`config.mk`:
```
export PLATFORM = sky130hd
export DESIGN_NAME = syncfifo
export DESIGN_NICKNAME = d
export VERILOG_FILES = /design/src/rtl/syncfifo.sv
export SDC_FILE = /design/constraint.sdc
export NUM_CORES = 1
export LEC_CHECK = 0
export BUFFER_PORTS_ARGS = -buffer_cell sky130_fd_sc_hd__buf_2
export CAP_MARGIN = 15
export CORE_MARGIN = 8
export CORE_UTILIZATION = 55
export DETAILED_ROUTE_END_ITERATION = 8
export PLACE_DENSITY = 0.77
export RECOVER_POWER = 100
export SYNTH_ARGS = -nofsm -noshare
export SYNTH_HDL_FRONTEND = slang
export SYNTH_SLANG_ARGS = --single-unit
export TNS_END_PERCENT = 100
```
`constraint.sdc`:
```
create_clock -name clk -period 3.53 [get_ports clk]
set_input_delay 0.353 -clock clk [delete_from_list [all_inputs] [get_ports clk]]
set_output_delay 0.353 -clock clk [all_outputs]
set_load 0.02 [all_outputs]
```
`src/rtl/syncfifo.sv`:
```
// Single-clock FIFO with FWFT/registered read, occupancy, thresholds,
// flush and sticky error flags.
// Ports: clk, rst (sync, active-high), flush; write side wpush/wdata/wfull;
// read side rpull/rdata/rvalid/rempty; status count, almost_full,
// almost_empty, overflow, underflow.
module syncfifo #(
  parameter int DATA_WIDTH = 32,
  parameter int ADDR_WIDTH = 4,
  parameter bit FWFT       = 1'b1,
  parameter int AFULL_TH   = 14,
  parameter int AEMPTY_TH  = 2
) (
  input  logic                  clk,
  input  logic                  rst,
  input  logic                  flush,
  input  logic                  wpush,
  input  logic [DATA_WIDTH-1:0] wdata,
  output logic                  wfull,
  input  logic                  rpull,
  output logic [DATA_WIDTH-1:0] rdata,
  output logic                  rvalid,
  output logic                  rempty,
  output logic [ADDR_WIDTH:0]   count,
  output logic                  almost_full,
  output logic                  almost_empty,
  output logic                  overflow,
  output logic                  underflow
);

  localparam int DEPTH = 1 << ADDR_WIDTH;
  localparam logic [ADDR_WIDTH:0] LP_DEPTH =
    (ADDR_WIDTH+1)'(DEPTH);
  localparam logic [ADDR_WIDTH:0] LP_AFULL =
    (ADDR_WIDTH+1)'(AFULL_TH);
  localparam logic [ADDR_WIDTH:0] LP_AEMPTY =
    (ADDR_WIDTH+1)'(AEMPTY_TH);

  logic [DATA_WIDTH-1:0] r_mem [DEPTH];
  logic [ADDR_WIDTH:0]   r_wptr;
  logic [ADDR_WIDTH:0]   r_rptr;
  logic [ADDR_WIDTH:0]   r_count;
  logic                  r_wfull;
  logic                  r_rempty;
  logic                  r_afull;
  logic                  r_aempty;
  logic                  r_ovf;
  logic                  r_unf;

  logic                  w_push_ok;
  logic                  w_pop_ok;
  logic [ADDR_WIDTH:0]   w_count_n;
  logic [ADDR_WIDTH-1:0] w_waddr;
  logic [ADDR_WIDTH-1:0] w_raddr;

  // Accept decisions use only the registered flags, so a full FIFO
  // cannot take a push even when a pop frees a slot in the same cycle.
  always_comb begin
    w_push_ok = wpush & ~r_wfull;
    w_pop_ok  = rpull & ~r_rempty;
    w_count_n = r_count
              + (ADDR_WIDTH+1)'(w_push_ok)
              - (ADDR_WIDTH+1)'(w_pop_ok);
    w_waddr   = r_wptr[ADDR_WIDTH-1:0];
    w_raddr   = r_rptr[ADDR_WIDTH-1:0];
  end

  always_ff @(posedge clk) begin
    if (rst) begin
      r_wptr   <= '0;
      r_rptr   <= '0;
      r_count  <= '0;
      r_wfull  <= 1'b0;
      r_rempty <= 1'b1;
      r_afull  <= 1'b0;
      r_aempty <= 1'b1;
      r_ovf    <= 1'b0;
      r_unf    <= 1'b0;
    end else if (flush) begin
      // Error flags survive a flush; only rst clears them.
      r_wptr   <= '0;
      r_rptr   <= '0;
      r_count  <= '0;
      r_wfull  <= 1'b0;
      r_rempty <= 1'b1;
      r_afull  <= 1'b0;
      r_aempty <= 1'b1;
    end else begin
      if (w_push_ok) r_wptr <= r_wptr + 1'b1;
      if (w_pop_ok)  r_rptr <= r_rptr + 1'b1;
      r_count  <= w_count_n;
      r_wfull  <= (w_count_n == LP_DEPTH);
      r_rempty <= (w_count_n == '0);
      r_afull  <= (w_count_n >= LP_AFULL);
      r_aempty <= (w_count_n <= LP_AEMPTY);
      r_ovf    <= r_ovf | (wpush & r_wfull);
      r_unf    <= r_unf | (rpull & r_rempty);
    end
  end

  // Storage has no reset; pointers alone define the contents.
  always_ff @(posedge clk) begin
    if (!rst && !flush && w_push_ok)
      r_mem[w_waddr] <= wdata;
  end

  generate
    if (FWFT) begin : g_fwft
      assign rdata  = r_mem[w_raddr];
      assign rvalid = ~r_rempty;
    end else begin : g_reg
      logic [DATA_WIDTH-1:0] r_rdata;
      logic                  r_rvalid;

      always_ff @(posedge clk) begin
        if (rst) begin
          r_rdata  <= '0;
          r_rvalid <= 1'b0;
        end else if (flush) begin
          r_rvalid <= 1'b0;
        end else begin
          r_rvalid <= w_pop_ok;
          if (w_pop_ok) r_rdata <= r_mem[w_raddr];
        end
      end

      assign rdata  = r_rdata;
      assign rvalid = r_rvalid;
    end
  endgenerate

  assign wfull        = r_wfull;
  assign rempty       = r_rempty;
  assign count        = r_count;
  assign almost_full  = r_afull;
  assign almost_empty = r_aempty;
  assign overflow     = r_ovf;
  assign underflow    = r_unf;

endmodule
```
==> impl_metrics.toml <==
[sta]
fin_tns_setup_ps = 0
finalHoldViolCount = 0
setup_viol_count_final = 0
timing_worst_slew_pin_value_ps = 1230
slew_violations = 0
finalWorstSetupSlack_ps = 315
final_min_period_over_clock_period = 0.911
timing.max_slew.rel_slack = 0.181
max_freq_mhz = 311
post_route_minimum_period_ps = 3220
worst_clock_skew_ps = 11.1
rsz_0062_raised_after_global_routing = "no"

[cells_and_area]
final_util = 0.627
finalNetCount = 1082
final_cell_count_no_fill = 1539
fraction_of_final_layout_cells_with_drive_strength_greater_than_1 = 0.234
leading_cell_types_in_the_layout_fill_and_taps_excluded = "sky130_fd_sc_hd__edfxtp_1, sky130_fd_sc_hd__mux4_2, sky130_fd_sc_hd__clkbuf_1, sky130_fd_sc_hd__a22oi_1, sky130_fd_sc_hd__clkbuf_16"
mostFrequentLayoutCell = "sky130_fd_sc_hd__edfxtp_1"
num-fill-cells = 2361
antenna-diode-count = 0
syn_to_final_growth_pct = 13.0

[placed_design]
place_inst = 1450
io_buf_count = 80
gp_routability_congestion = 0.759
placement.setup.worst_slack_ps = 820
dp_hpwl_um = 23800

[synth]
yosysWarnings = 0
ys_types = 31
synth.area.top_cells = "sky130_fd_sc_hd__edfxtp_1, sky130_fd_sc_hd__mux4_2, sky130_fd_sc_hd__a22oi_1, sky130_fd_sc_hd__dfxtp_1, sky130_fd_sc_hd__nand2_1"
sequential_element_share_of_the_synthesized_area = 0.785
synth_fa_ha_area_frac = 0.00657
netlist_area_um2 = 20200
postSynthNetCount = 960
synth_compound_gate_area_share = 0.0282
synth.area.mux_share = 0.143
largest_family_of_logic_cells_by_synthesized_area = "multiplexers"
synthCells = 913
syn_area_per_cell_um2 = 22.1
synth_area_leader_cell = "sky130_fd_sc_hd__edfxtp_1"
ffs_latches_synth = 535
synth_simple_gate_area_frac = 0.0196
post_synthesis_xor_xnor_area_fraction = 0.00478
synth.top_cell.area_share = 0.762

[power_and_ir_drop]
static-leakage-power_nw = 7.01
power.ir.vdd_worst_mv = 0.413
power_density_nw_per_um2 = 555

[setup_path]
max_stage_delay_cell_worst_path = "sky130_fd_sc_hd__nor2_2"
worst_ep_required_time_ps = 3790
cp.arrival_ps = 3480
cp-start-kind = "input pin"
timing_worst_setup_path_type = "input pin to flip-flop"
worstPathCellList = "dlygate4sd3_1, clkbuf_1, or2_0, or3_1, nor2_2, buf_4"
worst-path-max-fanout = 18
worst_path_largest_cell_delay_ps = 910
critical_path_buffer_and_inverter_count = 3
timing.reg2reg.worst_path_depth = 4
timing.critical_path.max_delay_family = "simple AND/OR/NAND/NOR gates"
reg2reg_setup_slack_ps = 680
start_of_the_worst_register_to_register_path = "wfull"
regToRegEndpoint = "r_mem[7][11]"
critical_path.endpoint_type = "flip-flop"

[clock_network]
worst_case_clock_buffer_depth = 3
cts_buffer_count = 50
clock_tree_from_tritoncts = "yes"
numClockSinks = 535
cts_max_level = 2
cts_repair_resize_count = 0
cts_hold_buffers = 1
clock-root-buffer = "sky130_fd_sc_hd__clkbuf_16"
cts.repair_timing.setup_buffer_count = 0
clock_insertion_delay_at_the_later_pin_of_the_skew_report_ps = 570
clk_pin_slew_worst_setup_hold_paths_ps = 60

[die]
die_width_um = 208
floorplan.die_area_um2 = 43100
floorplan.rows = 70
initial_standard_cell_utilization_of_the_core = 0.555
design.portCount = 81
floorplan.core_area_um2 = 36300
die-height_um = 208

[routing]
via_per_inst = 6.32
dr.first_iter.drc_count = 1061
routed_wl_um = 43200
detail_route.wl_per_cell_um = 28.1
vias = 9734
drt_pass1_iterations = 5
antenna_violating_nets_post_route = 0
drt_drc_violations_left = 0

[global_routing]
grt_first_pass_wirelength_um = 64500
grt_max_degree = 71
grt_antenna_before_repair = 0
grt.overflow.total = 0
groute.usage.overall = 0.200
grt_pass1_vias = 10186

[worst_hold_path]
min_path_cells = 3
worstHoldPathType = "input pin to flip-flop"
holdCritStartpoint = "wpush"
hold_path_end = "overflow"

[job]
drv.max_cap_violation_count = 0

[run_status]
outcome = "completed"
registers in the layout, indices dropped and copies added (netlist names), named ones only:
signal and flops:
wfull 1, r_rptr 4, rempty 1, underflow 1, r_mem 512, almost_full 1
count 5, overflow 1, r_wptr 4, almost_empty 1
synth_stat cells:
library cell,n
sky130_fd_sc_hd__buf_4,9
sky130_fd_sc_hd__a211o_1,2
sky130_fd_sc_hd__nand2b_1,1
sky130_fd_sc_hd__dfxtp_1,23
sky130_fd_sc_hd__nand3_1,1
sky130_fd_sc_hd__fa_1,1
sky130_fd_sc_hd__o21a_1,2
sky130_fd_sc_hd__o21ai_0,1
sky130_fd_sc_hd__inv_1,9
sky130_fd_sc_hd__nor2b_1,4
sky130_fd_sc_hd__xor2_1,5
sky130_fd_sc_hd__nand2_1,42
sky130_fd_sc_hd__buf_2,7
sky130_fd_sc_hd__nor4b_1,1
sky130_fd_sc_hd__clkbuf_1,21
sky130_fd_sc_hd__a22oi_1,64
sky130_fd_sc_hd__mux2i_1,1
sky130_fd_sc_hd__or2_2,1
sky130_fd_sc_hd__a21o_1,1
sky130_fd_sc_hd__a31oi_1,2
sky130_fd_sc_hd__buf_1,10
sky130_fd_sc_hd__and2_1,4
sky130_fd_sc_hd__mux4_2,128
sky130_fd_sc_hd__nor2_1,38
sky130_fd_sc_hd__ha_1,9
sky130_fd_sc_hd__edfxtp_1,512
sky130_fd_sc_hd__nand4_1,2
sky130_fd_sc_hd__a21oi_1,3
sky130_fd_sc_hd__or3_1,1
sky130_fd_sc_hd__o31ai_1,2
sky130_fd_sc_hd__xnor2_1,6
cell families (layout without fill, tap and decap cells):
| logic type | after synthesis | in the layout |
|---|---|---|
| compound gates | 77 | 77 |
| xor+xnor | 11 | 11 |
| fa+ha+maj | 10 | 10 |
| buf+inv | 56 | 214 |
| flops | 535 | 535 |
| mux | 129 | 129 |
| simple gates | 95 | 95 |
area by class of cell:
class,instances,area [um^2],share of cell area
Clock buffer,62,1300,0.0569
Clock inverter,26,269,0.0118
Inverter,9,33.8,0.00148
Multi-Input combinational cell,322,4200,0.184
Sequential cell,535,15800,0.695
Tap cell,468,586,0.0257
Timing Repair Buffer,117,562,0.0247
routing by layer:
metal  global-route usage  part of all wire  up-vias
met5                    0                 0        -
met4               0.0663             0.027        0
met3               0.0453             0.096       94
met2                0.313              0.48      557
met1                0.277              0.40     5034
li1                     -                 -     4049
report_power, final:
| group | total [mW] | internal (mW) | switching (mW) |
|---|---|---|---|
| Sequential | 7.00 | 6.98 | 0.0160 |
| Clock | 5.21 | 2.97 | 2.24 |
| Combinational | 0.448 | 0.148 | 0.299 |
| Total | 12.7 | 10.1 | 2.55 |
through the flow:
stage / total power, mW / hold slack [ps] / instance area [um^2]
after global routing: 13.0 / 29.7 / 22800
final: 12.7 / 45.4 / 22800
after detailed placement: 7.59 / 465 / 21400
after floorplan: 7.39 / 425 / 20200
after CTS: 12.7 / 15.0 / 23000
after global placement: 7.58 / 461 / 21400
worst register-to-register path: cells and delay by family (launching register included):
family                 cells  cell delay (ps)
flip-flops                 1              330
AND/OR/NAND/NOR            3             1690
buffers and inverters      1              470
worst max-delay path by stage:
| stage | startpoint | endpoint | slack (ps) | cells past startpoint |
|---|---|---|---|---|
| finish | rst | r_mem[2][9] | 310 | 6 |
| detailed placement | rpull | wfull | 820 | 9 |
| CTS | flip-flop | rdata[2] | 330 | 5 |
| floorplan | flush | r_mem[0][0] | 560 | 4 |
| global placement | flush | r_mem[3][9] | 870 | 5 |
| global route | rst | r_mem[2][9] | 120 | 6 |
(Power assumes the default switching activity.)
